--- src/rtl/bus_read_arbiter_if.sv ---
// Read channel bundle (address request + read data return) between one
// requester and one responder. The arbiter sits on the slave side of each
// master's channel and on the master side of the shared slave channel.
interface bus_read_arbiter_if;
  logic       arvalid;
  logic [7:0] araddr;
  logic [3:0] arlen;
  logic [3:0] arid;
  logic       arready;
  logic       rvalid;
  logic       rlast;
  logic [7:0] rdata;
  logic       rresp;
  logic       rready;

  // Requester view: issues addresses, accepts read beats.
  modport master (
    output arvalid, araddr, arlen, arid, rready,
    input  arready, rvalid, rlast, rdata, rresp
  );

  // Responder view: accepts addresses, returns read beats.
  modport slave (
    input  arvalid, araddr, arlen, arid, rready,
    output arready, rvalid, rlast, rdata, rresp
  );
endinterface

--- src/rtl/bus_read_arbiter.sv ---
// Two-master read arbiter: round-robin grant in IDLE, forwards the owner's
// address in ADDR, routes read beats back to the owner in DATA and flags
// bursts whose beat count disagrees with the requested length.
module bus_read_arbiter (
  input  logic                clk,
  input  logic                rst,
  bus_read_arbiter_if.slave   m0,
  bus_read_arbiter_if.slave   m1,
  bus_read_arbiter_if.master  s,
  output logic [1:0]          grant,
  output logic                busy,
  output logic                len_err
);

  localparam logic [1:0] IDLE = 2'd0;
  localparam logic [1:0] ADDR = 2'd1;
  localparam logic [1:0] DATA = 2'd2;

  logic [1:0] state;
  logic       last_grant;   // index of the master that owned the previous burst
  logic [4:0] exp_cnt;      // arlen + 1 of the current burst
  logic [4:0] beat_cnt;     // beats accepted so far in the current burst

  logic       sel;
  logic       in_addr;
  logic       in_data;
  logic       ar_hs;
  logic       beat;
  logic [4:0] beat_num;
  logic       pick_m1;

  assign sel      = grant[1];
  assign in_addr  = (state == ADDR);
  assign in_data  = (state == DATA);
  assign ar_hs    = in_addr && s.arvalid && s.arready;
  assign beat     = in_data && s.rvalid && s.rready;
  assign beat_num = beat_cnt + 5'd1;

  // Master 1 wins if it is the only requester, or on a tie when master 0 owned last.
  assign pick_m1  = m1.arvalid && (!m0.arvalid || (last_grant == 1'b0));

  assign busy     = (state != IDLE);

  // Address channel: forward the owner's request only while in ADDR.
  assign s.arvalid  = in_addr && (sel ? m1.arvalid : m0.arvalid);
  assign s.araddr   = sel ? m1.araddr : m0.araddr;
  assign s.arlen    = sel ? m1.arlen  : m0.arlen;
  assign s.arid     = sel ? m1.arid   : m0.arid;
  assign m0.arready = in_addr && !sel && s.arready;
  assign m1.arready = in_addr &&  sel && s.arready;

  // Data channel: data and response fan out to both, only valid/last are steered.
  assign s.rready   = in_data && (sel ? m1.rready : m0.rready);
  assign m0.rvalid  = in_data && !sel && s.rvalid;
  assign m1.rvalid  = in_data &&  sel && s.rvalid;
  assign m0.rlast   = in_data && !sel && s.rlast;
  assign m1.rlast   = in_data &&  sel && s.rlast;
  assign m0.rdata   = s.rdata;
  assign m1.rdata   = s.rdata;
  assign m0.rresp   = s.rresp;
  assign m1.rresp   = s.rresp;

  // Arbitration FSM, burst length tracking and length-error pulse.
  // NOTE: all state here uses non-blocking assignments so every register
  // samples the pre-edge values of the others, independent of statement order.
  always_ff @(posedge clk) begin
    if (rst) begin
      state      <= IDLE;
      grant      <= 2'b00;
      last_grant <= 1'b1;
      exp_cnt    <= 5'd0;
      beat_cnt   <= 5'd0;
      len_err    <= 1'b0;
    end else begin
      len_err <= 1'b0;
      case (state)
        IDLE: begin
          if (m0.arvalid || m1.arvalid) begin
            grant <= pick_m1 ? 2'b10 : 2'b01;
            state <= ADDR;
          end
        end
        ADDR: begin
          if (ar_hs) begin
            exp_cnt  <= {1'b0, s.arlen} + 5'd1;
            beat_cnt <= 5'd0;
            state    <= DATA;
          end
        end
        DATA: begin
          if (beat) begin
            beat_cnt <= beat_num;
            // Early last, or the expected final beat arriving without last.
            len_err  <= s.rlast ? (beat_num != exp_cnt) : (beat_num == exp_cnt);
            if (s.rlast) begin
              state      <= IDLE;
              grant      <= 2'b00;
              last_grant <= sel;
            end
          end
        end
        default: begin
          state <= IDLE;
          grant <= 2'b00;
        end
      endcase
    end
  end

endmodule

--- src/flat_wrapper.sv ---
// flat-port wrapper written by rule: the top's interface ports become plain ports
module bus_read_arbiter_flat 
  (clk, rst, grant, busy, len_err, m0_arvalid, m0_araddr, m0_arlen, m0_arid, m0_rready, m0_arready, m0_rvalid, m0_rlast, m0_rdata, m0_rresp, m1_arvalid, m1_araddr, m1_arlen, m1_arid, m1_rready, m1_arready, m1_rvalid, m1_rlast, m1_rdata, m1_rresp, s_arvalid, s_araddr, s_arlen, s_arid, s_rready, s_arready, s_rvalid, s_rlast, s_rdata, s_rresp);
  bus_read_arbiter_if m0_i ();
  bus_read_arbiter_if m1_i ();
  bus_read_arbiter_if s_i ();
  input  logic clk;
  input  logic rst;
  output logic [1:0] grant;
  output logic busy;
  output logic len_err;
  input wire logic [$bits(m0_i.arvalid)-1:0] m0_arvalid;
  input wire logic [$bits(m0_i.araddr)-1:0] m0_araddr;
  input wire logic [$bits(m0_i.arlen)-1:0] m0_arlen;
  input wire logic [$bits(m0_i.arid)-1:0] m0_arid;
  input wire logic [$bits(m0_i.rready)-1:0] m0_rready;
  output wire logic [$bits(m0_i.arready)-1:0] m0_arready;
  output wire logic [$bits(m0_i.rvalid)-1:0] m0_rvalid;
  output wire logic [$bits(m0_i.rlast)-1:0] m0_rlast;
  output wire logic [$bits(m0_i.rdata)-1:0] m0_rdata;
  output wire logic [$bits(m0_i.rresp)-1:0] m0_rresp;
  input wire logic [$bits(m1_i.arvalid)-1:0] m1_arvalid;
  input wire logic [$bits(m1_i.araddr)-1:0] m1_araddr;
  input wire logic [$bits(m1_i.arlen)-1:0] m1_arlen;
  input wire logic [$bits(m1_i.arid)-1:0] m1_arid;
  input wire logic [$bits(m1_i.rready)-1:0] m1_rready;
  output wire logic [$bits(m1_i.arready)-1:0] m1_arready;
  output wire logic [$bits(m1_i.rvalid)-1:0] m1_rvalid;
  output wire logic [$bits(m1_i.rlast)-1:0] m1_rlast;
  output wire logic [$bits(m1_i.rdata)-1:0] m1_rdata;
  output wire logic [$bits(m1_i.rresp)-1:0] m1_rresp;
  output wire logic [$bits(s_i.arvalid)-1:0] s_arvalid;
  output wire logic [$bits(s_i.araddr)-1:0] s_araddr;
  output wire logic [$bits(s_i.arlen)-1:0] s_arlen;
  output wire logic [$bits(s_i.arid)-1:0] s_arid;
  output wire logic [$bits(s_i.rready)-1:0] s_rready;
  input wire logic [$bits(s_i.arready)-1:0] s_arready;
  input wire logic [$bits(s_i.rvalid)-1:0] s_rvalid;
  input wire logic [$bits(s_i.rlast)-1:0] s_rlast;
  input wire logic [$bits(s_i.rdata)-1:0] s_rdata;
  input wire logic [$bits(s_i.rresp)-1:0] s_rresp;
  assign m0_i.arvalid = m0_arvalid;
  assign m0_i.araddr = m0_araddr;
  assign m0_i.arlen = m0_arlen;
  assign m0_i.arid = m0_arid;
  assign m0_i.rready = m0_rready;
  assign m0_arready = m0_i.arready;
  assign m0_rvalid = m0_i.rvalid;
  assign m0_rlast = m0_i.rlast;
  assign m0_rdata = m0_i.rdata;
  assign m0_rresp = m0_i.rresp;
  assign m1_i.arvalid = m1_arvalid;
  assign m1_i.araddr = m1_araddr;
  assign m1_i.arlen = m1_arlen;
  assign m1_i.arid = m1_arid;
  assign m1_i.rready = m1_rready;
  assign m1_arready = m1_i.arready;
  assign m1_rvalid = m1_i.rvalid;
  assign m1_rlast = m1_i.rlast;
  assign m1_rdata = m1_i.rdata;
  assign m1_rresp = m1_i.rresp;
  assign s_arvalid = s_i.arvalid;
  assign s_araddr = s_i.araddr;
  assign s_arlen = s_i.arlen;
  assign s_arid = s_i.arid;
  assign s_rready = s_i.rready;
  assign s_i.arready = s_arready;
  assign s_i.rvalid = s_rvalid;
  assign s_i.rlast = s_rlast;
  assign s_i.rdata = s_rdata;
  assign s_i.rresp = s_rresp;
  bus_read_arbiter u_core (.clk(clk), .rst(rst), .m0(m0_i), .m1(m1_i), .s(s_i), .grant(grant), .busy(busy), .len_err(len_err));
endmodule
--- config.mk ---
export PLATFORM = sky130hd
export DESIGN_NAME = bus_read_arbiter_flat
export DESIGN_NICKNAME = d
export VERILOG_FILES = /design/src/rtl/bus_read_arbiter_if.sv /design/src/rtl/bus_read_arbiter.sv /design/src/flat_wrapper.sv
export SDC_FILE = /design/constraint.sdc
export NUM_CORES = 1
export LEC_CHECK = 0
export CORE_MARGIN = 2
export CORE_UTILIZATION = 34
export DETAILED_ROUTE_END_ITERATION = 16
export GPL_TIMING_DRIVEN = 1
export PLACE_DENSITY = 0.81
export SYNTH_ARGS = -nofsm -noshare
export SYNTH_HDL_FRONTEND = slang
export SYNTH_SLANG_ARGS = --single-unit
export TNS_END_PERCENT = 50
--- constraint.sdc ---
create_clock -name clk -period 1.8 [get_ports clk]
set_input_delay 0.36 -clock clk [delete_from_list [all_inputs] [get_ports clk]]
set_output_delay 0.36 -clock clk [all_outputs]
set_load 0.01 [all_outputs]
==> flow_summary.json <==
{
  "skew_ps": 0.655,
  "vdd_ir_drop_max_mv": 0.233,
  "clockBufferDepth": 2,
  "ant_nets": 0,
  "placementRows": 22,
  "core_area_mm2": 0.00366,
  "crit_arrival_ps": 1390,
  "synth_seq_cells": 16,
  "max_stage_delay_ps": 420,
  "fin_hold_ws_ps": 480,
  "synth-main-ff-cell": "dfxtp_1",
  "gr-total-overflow": 0,
  "yosys-top-cells-count": "buf_4, dfxtp_1, mux2_2, nor2_1, a21oi_1",
  "setup_tns_ps": 0,
  "cap_violations": 0,
  "initial_core_util_pct": 35.6,
  "synthToLayoutAreaGrowth_pct": 63.2,
  "grt_pass1_vias": 1394,
  "syn_nets": 201,
  "hp-class": "reg2reg",
  "drtPass1Iterations": 4,
  "vias": 1346,
  "ys_seq_area_share_pct": 24.6,
  "synth_top_cell_area_share_pct": 24.6,
  "drt_iter0_markers": 51,
  "clock-root-buffer": "clkbuf_8",
  "gr-usage-all-layers_pct": 18.3,
  "dp_hpwl_um": 2990,
  "rsz0062_at_grt": "no",
  "outcome": "finished clean",
  "cts.sinks": 16,
  "synth_most_common_cell": "buf_4",
  "period_needed_ps": 1750,
  "io_buffers": 68,
  "dp_cells": 266,
  "startpoint_type": "flop",
  "yosysWarnings": 0,
  "antenna_found_initial": 0,
  "drv_slew": 0,
  "grt_pass1_wl_um": 6130,
  "drive_gt1_share_pct": 33.9,
  "min_period_over_period_pct": 97.1,
  "slew_headroom_pct": 77.4,
  "crit_type": "reg2out",
  "viasPerCell": 4.95,
  "synth.avg_cell_area_um2": 8.74,
  "wl_per_cell_um": 13.5,
  "p_per_area_mw_per_mm2": 505,
  "p_leak_nw": 0.917,
  "design_area_mm2": 0.00213,
  "nets": 278,
  "synthTopCellsByArea": "dfxtp_1, mux2_2, buf_4, nor2_1, a21oi_1",
  "post-route-drc-count": 0,
  "final_cells": 272,
  "die_area_mm2": 0.00434,
  "ios": 96,
  "synthCells": 149,
  "post-route-util_pct": 58.1,
  "worstSkewPairLatency_ps": 250,
  "crit_chain": "buf_12 -> mux2i_4 -> nor2_1 -> dlygate4sd2_1",
  "diodes": 0,
  "setup-violations-final": 0,
  "die_x_um": 65.9,
  "grt_start_max_net_pins": 13,
  "die_y_um": 65.9,
  "h-tree-depth": 1,
  "slowest_stage": "dfxtp_4",
  "syn_area_mm2": 0.00130,
  "hold_viol_final": 0,
  "postCtsHoldBufs": 0,
  "worst_pin_slew_ps": 338,
  "crit_fanout": 6,
  "post_dp_cell_area_mm2": 0.00208,
  "critPathCaptureType": "output pin",
  "worstPathRequired_ps": 1440,
  "synth-edff-count": 0,
  "async_reset_ff_share_pct": 0,
  "synth_top_area_cell": "dfxtp_1",
  "synth.distinct_cells": 42,
  "numCtsBuffers": 3,
  "fmax_mhz": 572,
  "wl_um": 3680,
  "cts.clk_slew.worst_paths_ps": 60,
  "cts_tree": "built",
  "place_congestion": 0.789
}
## layout by cell type, fill, tap and decap left out, types with 5 or more instances in the layout
| cell type | instances |
|---|---|
| buf_2 | 9 |
| nor2_1 | 16 |
| clkdlybuf4s50_1 | 43 |
| buf_4 | 26 |
| mux2_2 | 14 |
| o21ai_0 | 6 |
| dlygate4sd2_1 | 5 |
| nand2_1 | 6 |
| a21oi_1 | 9 |
| dfxtp_1 | 14 |
## stage by stage
stage	worst slack (ps)	total power [mW]
after floorplan	116	0.599
after global placement	-336	0.807
after detailed placement	-334	0.814
after CTS	-236	1.07
after global routing	3.28	1.13
final	52.9	1.07
## path summary, 6_finish.rpt
| kind | start | to | slack (ps) | depth (start not counted) |
|---|---|---|---|---|
| worst max register to register | u_core.grant[1]$_SDFFE_PP0P_ | u_core.exp_cnt[2]$_SDFFE_PP0P_ | 110 | 7 |
| worst min register to register | u_core.exp_cnt[4]$_SDFFE_PP0P_ | u_core.exp_cnt[4]$_SDFFE_PP0P_ | 480 | 2 |
| worst max-delay path | u_core.grant[1]$_SDFFE_PP0P_ | s_rready | 50 | 4 |
| worst min-delay path | u_core.exp_cnt[4]$_SDFFE_PP0P_ | u_core.exp_cnt[4]$_SDFFE_PP0P_ | 480 | 2 |
## worst max-delay path, delay by kind of cell, from the launching register on
| kind | cells | cell delay [ps] |
|---|---|---|
| and+or+nand+nor | 1 | 70 |
| buffers and inverters | 2 | 410 |
| muxes | 1 | 230 |
| DFF | 1 | 420 |
## report_power, final
group,switching [mW],internal [mW],total (mW)
Clock,0.130,0.149,0.278
Combinational,0.155,0.262,0.417
Sequential,0.0140,0.366,0.380
## final cells by class
type / instances / area [um^2]
well taps: 48 / 60.1
flip-flops and latches: 16 / 325
inverters: 2 / 7.51
repair buffers: 97 / 876
clock buffers: 3 / 41.3
fillers: 350 / 1540
multi-input cells: 106 / 816
## registers in the layout, summed over array words and instances (netlist names)
signal	flops
u_core.beat_cnt	5
u_core.exp_cnt	5
u_core.last_grant	1
u_core.len_err	1
u_core.grant	2
u_core.state	2
## cell families (layout without fill, tap and decap cells)
family / Yosys count / in the layout / share of synthesized area, %
xor+xnor: 9 / 9 / 7.11
mux: 20 / 20 / 18.5
flops: 16 / 16 / 24.6
compound gates: 26 / 26 / 13.9
buf+inv: 27 / 102 / 14.4
simple gates: 49 / 49 / 19.5
fa+ha+maj: 2 / 2 / 1.92
## routing by layer
layer | vias to the layer above | GRT usage (%) | share of wire (%)
li1 | 660 | - | -
met1 | 608 | 19.7 | 39
met2 | 73 | 33.6 | 50
met3 | 5 | 4.94 | 9.9
met4 | 0 | 7.03 | 1.5
met5 | - | 0 | 0
## what timing repair did
item | CTS | global route
setup buffers | 2 | 2
endpoints found under the hold margin | 0 | 0
setup endpoints to repair | 25 | 19
pin swaps | 0 | 2
gates resized for setup | 69 | 15
(Power assumes the default switching activity.)
